**src/rtl/debounce_pkg.sv**
```systemverilog
// debounce_pkg: shared types, constants and width helper for the debounce scan controller
package debounce_pkg;

    localparam logic RST_LEVEL_DEF = 1'b1;

    typedef enum logic {ST_IDLE, ST_HOLD} evt_state_t;

    function automatic int ch_w(input int n);
        return (n > 1) ? $clog2(n) : 1;
    endfunction

endpackage

```
**src/rtl/deb_rr_arbiter.sv**
```systemverilog
// deb_rr_arbiter: combinational round-robin picker over pending flags, searching from last+1
module deb_rr_arbiter
    import debounce_pkg::*;
#(
    parameter int N_CH = 8,
    localparam int CH_W = ch_w(N_CH)
) (
    input  logic [N_CH-1:0] req,
    input  logic [CH_W-1:0] last,
    output logic [CH_W-1:0] gnt,
    output logic            any
);

    logic [CH_W-1:0] c;

    assign any = |req;

    // walk from the farthest candidate back to last+1 so the nearest request wins
    always_comb begin
        gnt = '0;
        c   = '0;
        for (int i = N_CH; i >= 1; i--) begin
            c = CH_W'((int'(last) + i) % N_CH);
            if (req[c]) gnt = c;
        end
    end

endmodule

```
**src/rtl/debounce_scan_ctrl.sv**
```systemverilog
// debounce_scan_ctrl: round-robin scanned multi-channel debouncer with a valid/ready event port.
// Define DEB_SCAN_OVF_EN to add sticky per-channel overflow flags (ovf) with a clear input (ovf_clr).
module debounce_scan_ctrl
    import debounce_pkg::*;
#(
    parameter int   N_CH      = 8,
    parameter int   TICK_DIV  = 1000,
    parameter int   DEPTH     = 3,
    parameter logic RST_LEVEL = RST_LEVEL_DEF,
    localparam int  CH_W      = ch_w(N_CH)
) (
    input  logic            clk,
    input  logic            rst_n,
    input  logic            en,
    input  logic [N_CH-1:0] in,
    output logic [N_CH-1:0] out,
    output logic            evt_valid,
    input  logic            evt_ready,
    output logic [CH_W-1:0] evt_ch,
    output logic            evt_level
`ifdef DEB_SCAN_OVF_EN
    ,
    input  logic            ovf_clr,
    output logic [N_CH-1:0] ovf
`endif
);

    localparam int PW = ch_w(TICK_DIV);

    logic [N_CH-1:0]  sync1, sync2, pend, flip, flip_q, load_mask;
    logic [DEPTH-1:0] hist [N_CH];
    logic [DEPTH-1:0] shifted;
    logic [PW-1:0]    presc;
    logic [CH_W-1:0]  ptr, last_grant, gnt;
    logic             step, any, load;
    evt_state_t       state, state_nx;

    assign step    = en && (presc == PW'(TICK_DIV - 1));
    assign shifted = {hist[ptr][DEPTH-2:0], sync2[ptr]};

    always_comb begin
        flip      = '0;
        flip[ptr] = step && (out[ptr] ? (shifted == '0) : (&shifted));
    end

    always_ff @(posedge clk or negedge rst_n) begin
        if (!rst_n) begin
            sync1 <= {N_CH{RST_LEVEL}};
            sync2 <= {N_CH{RST_LEVEL}};
        end else begin
            sync1 <= in;
            sync2 <= sync1;
        end
    end

    always_ff @(posedge clk or negedge rst_n) begin
        if (!rst_n) begin
            presc <= '0;
            ptr   <= '0;
            out   <= {N_CH{RST_LEVEL}};
            for (int k = 0; k < N_CH; k++) hist[k] <= {DEPTH{RST_LEVEL}};
        end else begin
            presc <= step ? '0 : en ? presc + 1'b1 : presc;
            out   <= out ^ flip;
            if (step) begin
                hist[ptr] <= shifted;
                ptr       <= (ptr == CH_W'(N_CH - 1)) ? '0 : ptr + 1'b1;
            end
        end
    end

    deb_rr_arbiter #(.N_CH(N_CH)) u_arb (
        .req  (pend),
        .last (last_grant),
        .gnt  (gnt),
        .any  (any)
    );

    always_ff @(posedge clk or negedge rst_n) begin
        if (!rst_n) state <= ST_IDLE;
        else        state <= state_nx;
    end

    always_comb begin
        state_nx = (state == ST_IDLE) ? (any ? ST_HOLD : ST_IDLE)
                                      : (evt_ready ? ST_IDLE : ST_HOLD);
    end

    always_comb begin
        evt_valid      = (state == ST_HOLD);
        load           = (state == ST_IDLE) && any;
        load_mask      = '0;
        load_mask[gnt] = load;
    end

    // a flip registered in the load cycle re-arms the flag, so set beats clear
    always_ff @(posedge clk or negedge rst_n) begin
        if (!rst_n) begin
            flip_q     <= '0;
            pend       <= '0;
            evt_ch     <= '0;
            evt_level  <= 1'b0;
            last_grant <= '0;
        end else begin
            flip_q <= flip;
            pend   <= (pend & ~load_mask) | flip_q;
            if (load) begin
                evt_ch    <= gnt;
                evt_level <= out[gnt];
            end
            if (evt_valid && evt_ready) last_grant <= evt_ch;
        end
    end

`ifdef DEB_SCAN_OVF_EN
    always_ff @(posedge clk or negedge rst_n) begin
        if (!rst_n) ovf <= '0;
        else        ovf <= (ovf & ~{N_CH{ovf_clr}}) | (flip_q & pend & ~load_mask);
    end
`endif

endmodule

```
**config.mk**
```make
export PLATFORM = sky130hd
export DESIGN_NAME = debounce_scan_ctrl
export DESIGN_NICKNAME = d
export VERILOG_FILES = /design/src/rtl/debounce_pkg.sv /design/src/rtl/deb_rr_arbiter.sv /design/src/rtl/debounce_scan_ctrl.sv
export SDC_FILE = /design/constraint.sdc
export NUM_CORES = 1
export LEC_CHECK = 0
export CAP_MARGIN = 15
export CORE_ASPECT_RATIO = 1.4
export CORE_UTILIZATION = 40
export DETAILED_ROUTE_END_ITERATION = 10
export PLACE_DENSITY = 0.57
export SYNTH_ARGS = -nofsm -noshare
export SYNTH_HDL_FRONTEND = slang
export SYNTH_SLANG_ARGS = --single-unit
```
**constraint.sdc**
```tcl
create_clock -name clk -period 7 [get_ports clk]
set_input_delay 0.7 -clock clk [delete_from_list [all_inputs] [get_ports clk]]
set_output_delay 0.7 -clock clk [all_outputs]
set_load 0.005 [all_outputs]
```
# Word level (Yosys, flattened, before mapping)
# Index checks and enable logic that the tools add are counted.
# op_classes
add_sub_neg	10
magnitude_cmp	14
eq_ne	2
n_mux	47
bitwise	8
n_reduce_logical	11
# ops
cell	n
less-than comparator 3 x 4 -> 1 bit (second input constant)	10
binary-select mux 1 bit (select 3 bit)	11
two-way mux 3 bit	10
AND 8 bit	3
bitwise mux 24 bit	1
two-way mux 10 bit	2
two-way mux 1 bit	17
adder 3 bit (second input constant)	4
adder 10 x 1 -> 10 bit (second input constant)	1
equality test 10 bit (second input constant)	1
adder 3 x 1 -> 3 bit (second input constant)	3
binary-select mux 3 bit (select 3 bit)	1
demux 3 bit (select 3 bit)	1
inverter 8 bit	1
bitwise OR 8 bit	1
OR reduction 8 bit	1
XOR 8 bit	1
logical AND 1 bit	7
adder 3 x 2 -> 3 bit (second input constant)	2
demux 1 bit (select 3 bit)	2
>= comparator 3 x 1 -> 1 bit (second input constant)	2
>= comparator 4 bit (second input constant)	1
less-than comparator 4 x 1 -> 1 bit (second input constant)	1
two-way mux 2 bit	2
other kinds (6)	6
# totals
regBits	85
input_bits	12
out_inout_bits	13
wordCells	111

# Logic depth before layout (Yosys ltp)
# Gate-level depths: netlist (run 1).
# depth
depth_word	19
mapped_depth	15

# Cells and area by module
# A second synthesis (run 1) with hierarchy kept.
# hier_totals
hier_cells	355
area_unflattened_um2	4106.4
# by_module_without_submodules
module	instances	cells_each	area_each_um2	seq_area_each_um2
debounce_scan_ctrl	1	256	3285.7	1976.9
deb_rr_arbiter	1	99	820.8	0.0

# Worst setup path after synthesis (run 1)
# No wires, ideal clock.
# synth_timing
path_type	reg2reg
start	register last_grant[0]
end	register pend[1]
setup_time_ns	0.124
arrival_ns	3.461
required_ns	6.876
path_slack_ns	3.415
path_stages_with_launch	16
n_path_buf	4
synth_period_minus_slack_ns	3.585
cell_sequence	dfrtp_1 -> buf_6 -> buf_2 -> inv_1 -> ha_1 -> buf_4 -> buf_4 -> mux2i_1 -> mux2i_1 -> mux4_2 -> or3b_1 -> a21oi_2 -> a211oi_4 -> nand2b_1 -> o21a_1 -> or2_1
# synth_between
elab_chain_cells	19
elab_cells_between_ends	41
classes_between	8 x add/sub; 2 x order compare; 26 x mux; 4 x bitwise; 1 x reduce/logical
# synth_lines
item	line	text
start, declared	debounce_scan_ctrl.sv:34	logic [CH_W-1:0] ptr, last_grant, gnt;
start signal, assigned	debounce_scan_ctrl.sv:111	if (evt_valid && evt_ready) last_grant <= evt_ch;
adder 3 x 1 -> 3 bit	deb_rr_arbiter.sv:23	c = CH_W'((int'(last) + i) % N_CH);
binary-select mux 1 bit (select 3 bit)	deb_rr_arbiter.sv:24	if (req[c]) gnt = c;
two-way mux 1 bit (not written as such)	deb_rr_arbiter.sv:24	
two-way mux 3 bit (7 in series)	deb_rr_arbiter.sv:24	
two-way mux 3 bit (*)	deb_rr_arbiter.sv:24	
less-than comparator 3 x 4 -> 1 bit (not written as such) / >= comparator 3 x 1 -> 1 bit (equally long branches)	debounce_scan_ctrl.sv:93	load_mask[gnt] = load;
logical AND 1 bit (not written as such)	debounce_scan_ctrl.sv:93	
two-way mux 1 bit (not written as such)	debounce_scan_ctrl.sv:93	
demux 1 bit (select 3 bit) (*)	debounce_scan_ctrl.sv:93	
AND 8 bit (no source line) (*)	n/a	
inverter 8 bit (*)	debounce_scan_ctrl.sv:106	pend <= (pend & ~load_mask) | flip_q;
AND 8 bit (*)	debounce_scan_ctrl.sv:106	
bitwise OR 8 bit (*)	debounce_scan_ctrl.sv:106	
end signal, assigned	debounce_scan_ctrl.sv:106	
end, declared	debounce_scan_ctrl.sv:30	logic [N_CH-1:0] sync1, sync2, pend, flip, flip_q, load_mask;
# Every way passes the cells marked *; elsewhere a longest branch is shown, timed or not. The select of a mux whose other input is x is not followed.
# A chain may end at the register's enable or synchronous reset.

# Final worst setup path (run 1)
# layout_timing
start	register last_grant[0]
end	register pend[6]
# Same word-level chain as after synthesis.

==> reports/qor.json, run 1 <==
{
  "tritoncts": {"value": "yes"},
  "post_synth_inst_count": {"value": 376},
  "h_tree_lvl_count": {"value": 3},
  "vias_per_cell": {"value": 5.48},
  "design.final.nets": {"value": 408},
  "floorplan.io_pins": {"value": 25},
  "grt_pass1_vias": {"value": 2977},
  "root_buffer": {"value": "clkbuf_16"},
  "global_route_wire_length_before_repair": {"value": 14.5, "unit": "mm"},
  "grt_max_degree": {"value": 78},
  "hpwlAfterDp": {"value": 6.48, "unit": "mm"},
  "critical-path-max-stage-delay": {"value": 1010, "unit": "ps"},
  "fin_crit": {"value": 4400, "unit": "ps"},
  "wl": {"value": 8.85, "unit": "mm"},
  "postCtsResizedCells": {"value": 0},
  "antenna_found_initial": {"value": 0},
  "actual_transition_at_the_worst_max_transition_pin": {"value": 1020, "unit": "ps"},
  "cts.repair_timing.setup_buffer_count": {"value": 0},
  "multi_input_comb_area": {"value": 0.00215, "unit": "mm^2"},
  "vias": {"value": 2926},
  "cp_max_fo": {"value": 23},
  "worst-setup-path-type": {"value": "flop to flop"},
  "hold-worst-slack": {"value": 351, "unit": "ps"},
  "clock_tree.buffer_depth": {"value": 2},
  "fin_skew": {"value": 6.17, "unit": "ps"},
  "async_set_reset_flop_share_out_of_synthesis": {"value": 100, "unit": "%"},
  "synth_area_leaders": {"value": "dfstp_2 (25%), dfrtp_1 (22%), mux2_2 (7.1%), mux4_2 (6.9%), mux2i_1 (4.0%)"},
  "start_util": {"value": 41.0, "unit": "%"},
  "post_synth.cell_area_avg": {"value": 11.4, "unit": "um^2"},
  "synth.lib_cells_used.distinct": {"value": 63},
  "ant_nets": {"value": 0},
  "finalCritPeriodShare": {"value": 62.9, "unit": "%"},
  "gpl.final_weighted_congestion": {"value": 0.781},
  "grt_setup_unrepaired": {"value": "false"},
  "fill_cells": {"value": 940},
  "layout.area.seq": {"value": 0.00198, "unit": "mm^2"},
  "postSynthNetCount": {"value": 393},
  "crit_slowest_cell": {"value": "dfrtp_1"},
  "timing_hold_violations_final": {"value": 0},
  "synth.yosys.seq_area_share": {"value": 46.3, "unit": "%"},
  "area_delta_synth_final": {"value": 13.5, "unit": "%"},
  "critPathCaptureType": {"value": "flop"},
  "cts_made_buffers": {"value": 9},
  "chipHeight": {"value": 124, "unit": "um"},
  "core_area": {"value": 0.0104, "unit": "mm^2"},
  "detail_route.iter0.violations": {"value": 122},
  "first_pass_iters": {"value": 4},
  "grt_usage": {"value": 17.3, "unit": "%"},
  "clkLatencyLatePin": {"value": 330, "unit": "ps"},
  "post-synth-top-area-fraction": {"value": 24.6, "unit": "%"},
  "worst_setup_hold_path_clk_slew": {"value": 60, "unit": "ps"},
  "diodes": {"value": 0},
  "max_cap_viol_count": {"value": 0},
  "yosys_register_bits": {"value": 77},
  "worst_setup_path_start_kind": {"value": "flop"},
  "post_drt_wl_per_cell": {"value": 16.6, "unit": "um"},
  "cp_cell_sequence": {"value": "inv_1, ha_1, mux4_2, and2_1, or3_4, a21oi_2, o21ai_2, a211oi_4, or3b_1, a21o_1"},
  "finalMaxSlewViolations": {"value": 0},
  "die_w": {"value": 89.3, "unit": "um"},
  "required": {"value": 7220, "unit": "ps"},
  "timing.max_slew.rel_slack": {"value": 32.2, "unit": "%"},
  "critPathArrivalTime": {"value": 4620, "unit": "ps"},
  "max_freq": {"value": 227, "unit": "MHz"},
  "dominantRegCellSynth": {"value": "dfstp_2"},
  "yosys_synthesis_warning_count": {"value": 0},
  "leak_pwr": {"value": 2.05, "unit": "nW"},
  "synth_edf_count": {"value": 0},
  "power.density_cell_area": {"value": 198, "unit": "mW/mm^2"},
  "die_area": {"value": 0.0111, "unit": "mm^2"},
  "hold_path_class": {"value": "flop to flop"},
  "syn-cell-area": {"value": 0.00427, "unit": "mm^2"},
  "synth_area_leader": {"value": "dfstp_2"},
  "cts.sinks": {"value": 77},
  "gr-total-overflow": {"value": 0},
  "cts_hold_buffers": {"value": 0},
  "row_count": {"value": 44},
  "outcome": {"value": "complete, no violations"},
  "fraction_of_layout_cells_with_a_size_suffix_above_1": {"value": 27.3, "unit": "%"},
  "max-vdd-ir-drop": {"value": 0.000191, "unit": "V"},
  "finalSetupViolations": {"value": 0},
  "drcViolationCount": {"value": 0},
  "io_buffer_count": {"value": 24},
  "tns": {"value": 0, "unit": "ps"}
}
critical path, delay by kind of cell, from the launching register on:
kind                       cells  cell delay (ps)
DFF                            1             1010
and+or+nand+nor                3              990
adders and majority gates      1              860
AOI/OAI and AO/OA              4              840
muxes                          1              440
buffers and inverters          1              140
sequential cells by signal, summed over array words and instances, names as in the netlist:
signal and cells:
sync1 8, last_grant 3, flip_q 8, evt_ch 3, out 8, evt_level 1, evt_valid 1, ptr 3
sync2 8, hist 16, presc 10, pend 8
cell families after synthesis:
family | synth area share [%]
muxes | 18.6
xor gates and xnor gates | 3.84
DFF | 46.3
adders and majority gates | 1.46
AOI/OAI and AO/OA | 11.8
and+or+nand+nor | 14.7
buffers and inverters | 3.34
stage by stage:
stage / worst slack, ps / utilization (%) / std cells / instance area (um^2) / power [mW]
floorplan: 3420 / - / 376 / 4270 / 0.524
global placement: 2680 / 43.9 / 518 / 4570 / 0.548
detailed placement: 2590 / 43.9 / 518 / 4570 / 0.549
CTS: 2570 / 46.6 / 534 / 4850 / 0.974
global route: 2260 / 46.6 / 534 / 4850 / 1.00
finish: 2600 / 46.6 / 534 / 4850 / 0.959
per-layer routing:
| layer | GRT usage, % | routed length, um | share of wire [%] |
|---|---|---|---|
| met3 | 3.91 | 269 | 3.0 |
| met4 | 10.3 | 296 | 3.3 |
| met5 | 0 | 0 | 0 |
| met1 | 19.2 | 3520 | 40 |
| met2 | 29.4 | 4760 | 54 |
synth_stat cells (7+ instances only):
| master | instances |
|---|---|
| dfstp_2 | 40 |
| dfrtp_1 | 37 |
| nand2_1 | 32 |
| nor2_1 | 31 |
| mux2_2 | 27 |
| mux2i_1 | 17 |
| mux4_2 | 13 |
| o21ai_0 | 11 |
| xor2_1 | 11 |
| a22oi_1 | 10 |
| nand2b_1 | 10 |
| clkbuf_1 | 9 |
| inv_1 | 9 |
| nand3_1 | 8 |
| nand4_1 | 8 |
| a21o_1 | 7 |
| a21oi_1 | 7 |
final timing paths:
path	depth (start not counted)	start	end	slack (ps)
worst max-delay path	10	last_grant[0]	pend[6]	2600
worst min-delay path	0	sync1[3]	sync2[3]	350
worst max register to register	10	last_grant[0]	pend[6]	2600
worst min register to register	0	sync1[3]	sync2[3]	350
max in group asynchronous	1	rst_n	presc[0]	5890
min in group asynchronous	1	rst_n	evt_ch[2]	520
cell type report:
class / count / share of cell area, %
clock inverters: 2 / 0.207
well taps: 138 / 3.56
repair buffers: 24 / 4.91
clock buffers: 14 / 5.45
inverters: 9 / 0.697
flip-flops and latches: 77 / 40.8
multi-input cells: 270 / 44.4
cells in the final DEF, fill, tap and decap left out, types with 4 or more instances in the layout:
master	synthesis	routed
nor2b_1	4	4
inv_1	9	9
a22oi_1	10	10
mux2_2	27	27
xor2_1	11	11
nand4_1	8	8
dfrtp_1	37	37
nor2_1	31	31
clkbuf_16	0	9
o21ai_0	11	11
mux4_2	13	13
o22ai_1	4	4
mux2i_1	17	17
dfstp_2	40	40
nand2b_1	10	10
a21oi_1	7	7
clkdlybuf4s50_1	0	23
nand2_1	32	32
xnor2_1	4	4
nand3_1	8	8
a21o_1	7	7
ha_1	5	5
power breakdown:
group,internal [mW],switching [mW],total (mW)
sequential,0.472,0.0212,0.493
clock,0.258,0.160,0.418
combinational,0.0242,0.0234,0.0476
total,0.754,0.204,0.959
(Power assumes the default switching activity.)
==> run 2, diff against run 1 <==
Settings changed: PLACE_DENSITY 0.57 to 0.59.
Clock period 7 ns to 3.57 ns, I/O delays scaled along.
==> run 2 against run 1 <==
Hold slack worse by 180 ps. Cell count increased by 2.4%. Fmax is 32% higher. Register-to-register slack lost 2400 ps. Design area grew 2.5%. Flip-flop and latch count stayed put. Largest power group unchanged. Clock skew up 2.8 ps. Total power up 100%. Global-route usage increased by 1.2 points.
==> reports/qor.json, run 2 (synthesis gave the netlist of run 1 again) <==
{
  "detail_route.iter0.violations": {"value": 108},
  "max_cap_viol_count": {"value": 0},
  "row_count": {"value": 44},
  "grt_pass1_vias": {"value": 3056},
  "grt_usage": {"value": 18.5, "unit": "%"},
  "clkLatencyLatePin": {"value": 330, "unit": "ps"},
  "cp_max_fo": {"value": 20},
  "diodes": {"value": 0},
  "tns": {"value": 0, "unit": "ps"},
  "power.density_cell_area": {"value": 389, "unit": "mW/mm^2"},
  "die_w": {"value": 89.3, "unit": "um"},
  "timing_hold_violations_final": {"value": 0},
  "fin_crit": {"value": 3330, "unit": "ps"},
  "largest-register": {"value": "hist"},
  "hpwlAfterDp": {"value": 6.92, "unit": "mm"},
  "io_buffer_count": {"value": 24},
  "clock_tree.buffer_depth": {"value": 2},
  "core_area": {"value": 0.0104, "unit": "mm^2"},
  "area_delta_synth_final": {"value": 16.3, "unit": "%"},
  "pre_cts_ws": {"value": 279, "unit": "ps"},
  "first_pass_iters": {"value": 4},
  "post_drt_wl_per_cell": {"value": 17.1, "unit": "um"},
  "wl": {"value": 9.34, "unit": "mm"},
  "most_used_cell_cp": {"value": "mux4_2"},
  "critical-path-max-stage-delay": {"value": 540, "unit": "ps"},
  "fraction_of_layout_cells_with_a_size_suffix_above_1": {"value": 30.1, "unit": "%"},
  "critPathCaptureType": {"value": "flop"},
  "fin_skew": {"value": 9.01, "unit": "ps"},
  "tritoncts": {"value": "yes"},
  "cp_cell_sequence": {"value": "inv_1, ha_1, buf_12, mux4_2, mux4_2, or3b_1, a21oi_2, a211oi_4, nand2b_1, o21a_1, or2_1"},
  "global_route_wire_length_before_repair": {"value": 15.6, "unit": "mm"},
  "worst_setup_hold_path_clk_slew": {"value": 60, "unit": "ps"},
  "floorplan.io_pins": {"value": 25},
  "vias": {"value": 3020},
  "drcViolationCount": {"value": 0},
  "crit_family": {"value": "multiplexers"},
  "required": {"value": 3780, "unit": "ps"},
  "final_cell_mix": {"value": "dfstp_2 (40), dfrtp_1 (36), nand2_1 (32)"},
  "cts.repair_timing.setup_buffer_count": {"value": 0},
  "gr-total-overflow": {"value": 0},
  "design.final.nets": {"value": 421},
  "worst-setup-path-type": {"value": "flop to flop"},
  "grt_max_degree": {"value": 78},
  "final_common_cell": {"value": "dfstp_2"},
  "postCtsResizedCells": {"value": 0},
  "cts.sinks": {"value": 77},
  "postLayoutSetupSlackWorst": {"value": 243, "unit": "ps"},
  "cts_made_buffers": {"value": 9},
  "gpl.final_weighted_congestion": {"value": 0.864},
  "chipHeight": {"value": 124, "unit": "um"},
  "actual_transition_at_the_worst_max_transition_pin": {"value": 925, "unit": "ps"},
  "root_buffer": {"value": "clkbuf_16"},
  "die_area": {"value": 0.0111, "unit": "mm^2"},
  "grt_setup_unrepaired": {"value": "false"},
  "max-vdd-ir-drop": {"value": 0.000395, "unit": "V"},
  "vias_per_cell": {"value": 5.52},
  "start_util": {"value": 41.0, "unit": "%"},
  "hold_path_class": {"value": "input pin to async pin"},
  "largest_reg_flops": {"value": 16},
  "ant_nets": {"value": 0},
  "leak_pwr": {"value": 2.12, "unit": "nW"},
  "crit_slowest_cell": {"value": "mux4_2"},
  "top_regs": {"value": "hist: 16 flops, presc: 10 flops"},
  "critPathArrivalTime": {"value": 3540, "unit": "ps"},
  "timing.max_slew.rel_slack": {"value": 38.4, "unit": "%"},
  "cts_hold_buffers": {"value": 0},
  "finalMaxSlewViolations": {"value": 0},
  "worst_setup_path_start_kind": {"value": "flop"},
  "finalCritPeriodShare": {"value": 93.2, "unit": "%"},
  "max_freq": {"value": 301, "unit": "MHz"},
  "antenna_found_initial": {"value": 0},
  "path_buf_inv": {"value": 2},
  "finalSetupViolations": {"value": 0},
  "h_tree_lvl_count": {"value": 3},
  "outcome": {"value": "complete, no violations"}
}
run 2: cell types whose count changed in the layout (fill, tap and decap cells not counted), sizes merged:
cell,previous run,this run
buf,1,14
clkbuf,14,11
bufinv,0,1
clkinv,2,3
inv,9,10
run 2: worst paths after layout:
path | from | endpoint | slack, ps | cells past startpoint
worst min register to register | sync1[0] | sync2[0] | 350 | 0
worst max-delay path | last_grant[1] | pend[1] | 240 | 11
min in group clk | sync1[0] | sync2[0] | 350 | 0
max in group asynchronous | rst_n | last_grant[0] | 2770 | 1
worst max register to register | last_grant[1] | pend[1] | 240 | 11
worst min-delay path | rst_n | flip_q[2] | 170 | 1
run 2: metrics by stage:
stage | power (mW) | utilization [%] | area, um^2 | std cells | hold WS [ps]
after detailed placement | 1.08 | 45.0 | 4680 | 531 | 347
final | 1.93 | 47.7 | 4970 | 547 | 173
after global routing | 2.02 | 47.7 | 4970 | 547 | 253
after floorplan | 1.03 | - | 4270 | 376 | 61.4
after CTS | 1.95 | 47.7 | 4970 | 547 | 206
after global placement | 1.07 | 45.0 | 4680 | 531 | 345
run 2: layout make-up:
cell class / count / area, um^2
Sequential cell: 77 / 1980
Fill cell: 959 / 5440
Clock inverter: 5 / 51.3
Clock buffer: 11 / 233
Tap cell: 138 / 173
Inverter: 9 / 33.8
Timing Repair Buffer: 37 / 348
Multi-Input combinational cell: 270 / 2150
run 2: power breakdown:
part	leakage [nW]	total [mW]	internal (mW)	switching (mW)
clock	0.144	0.867	0.538	0.330
sequential	0.920	0.968	0.925	0.0430
combinational	1.06	0.0945	0.0482	0.0463
run 2: per-layer routing:
| metal | GRT usage, % | vias up | part of all wire [%] |
|---|---|---|---|
| met5 | 0 | - | 0 |
| met4 | 8.22 | 0 | 3.1 |
| met3 | 3.51 | 25 | 2.5 |
| met2 | 31.7 | 71 | 54 |
| met1 | 22.1 | 1501 | 40 |
| li1 | - | 1423 | - |
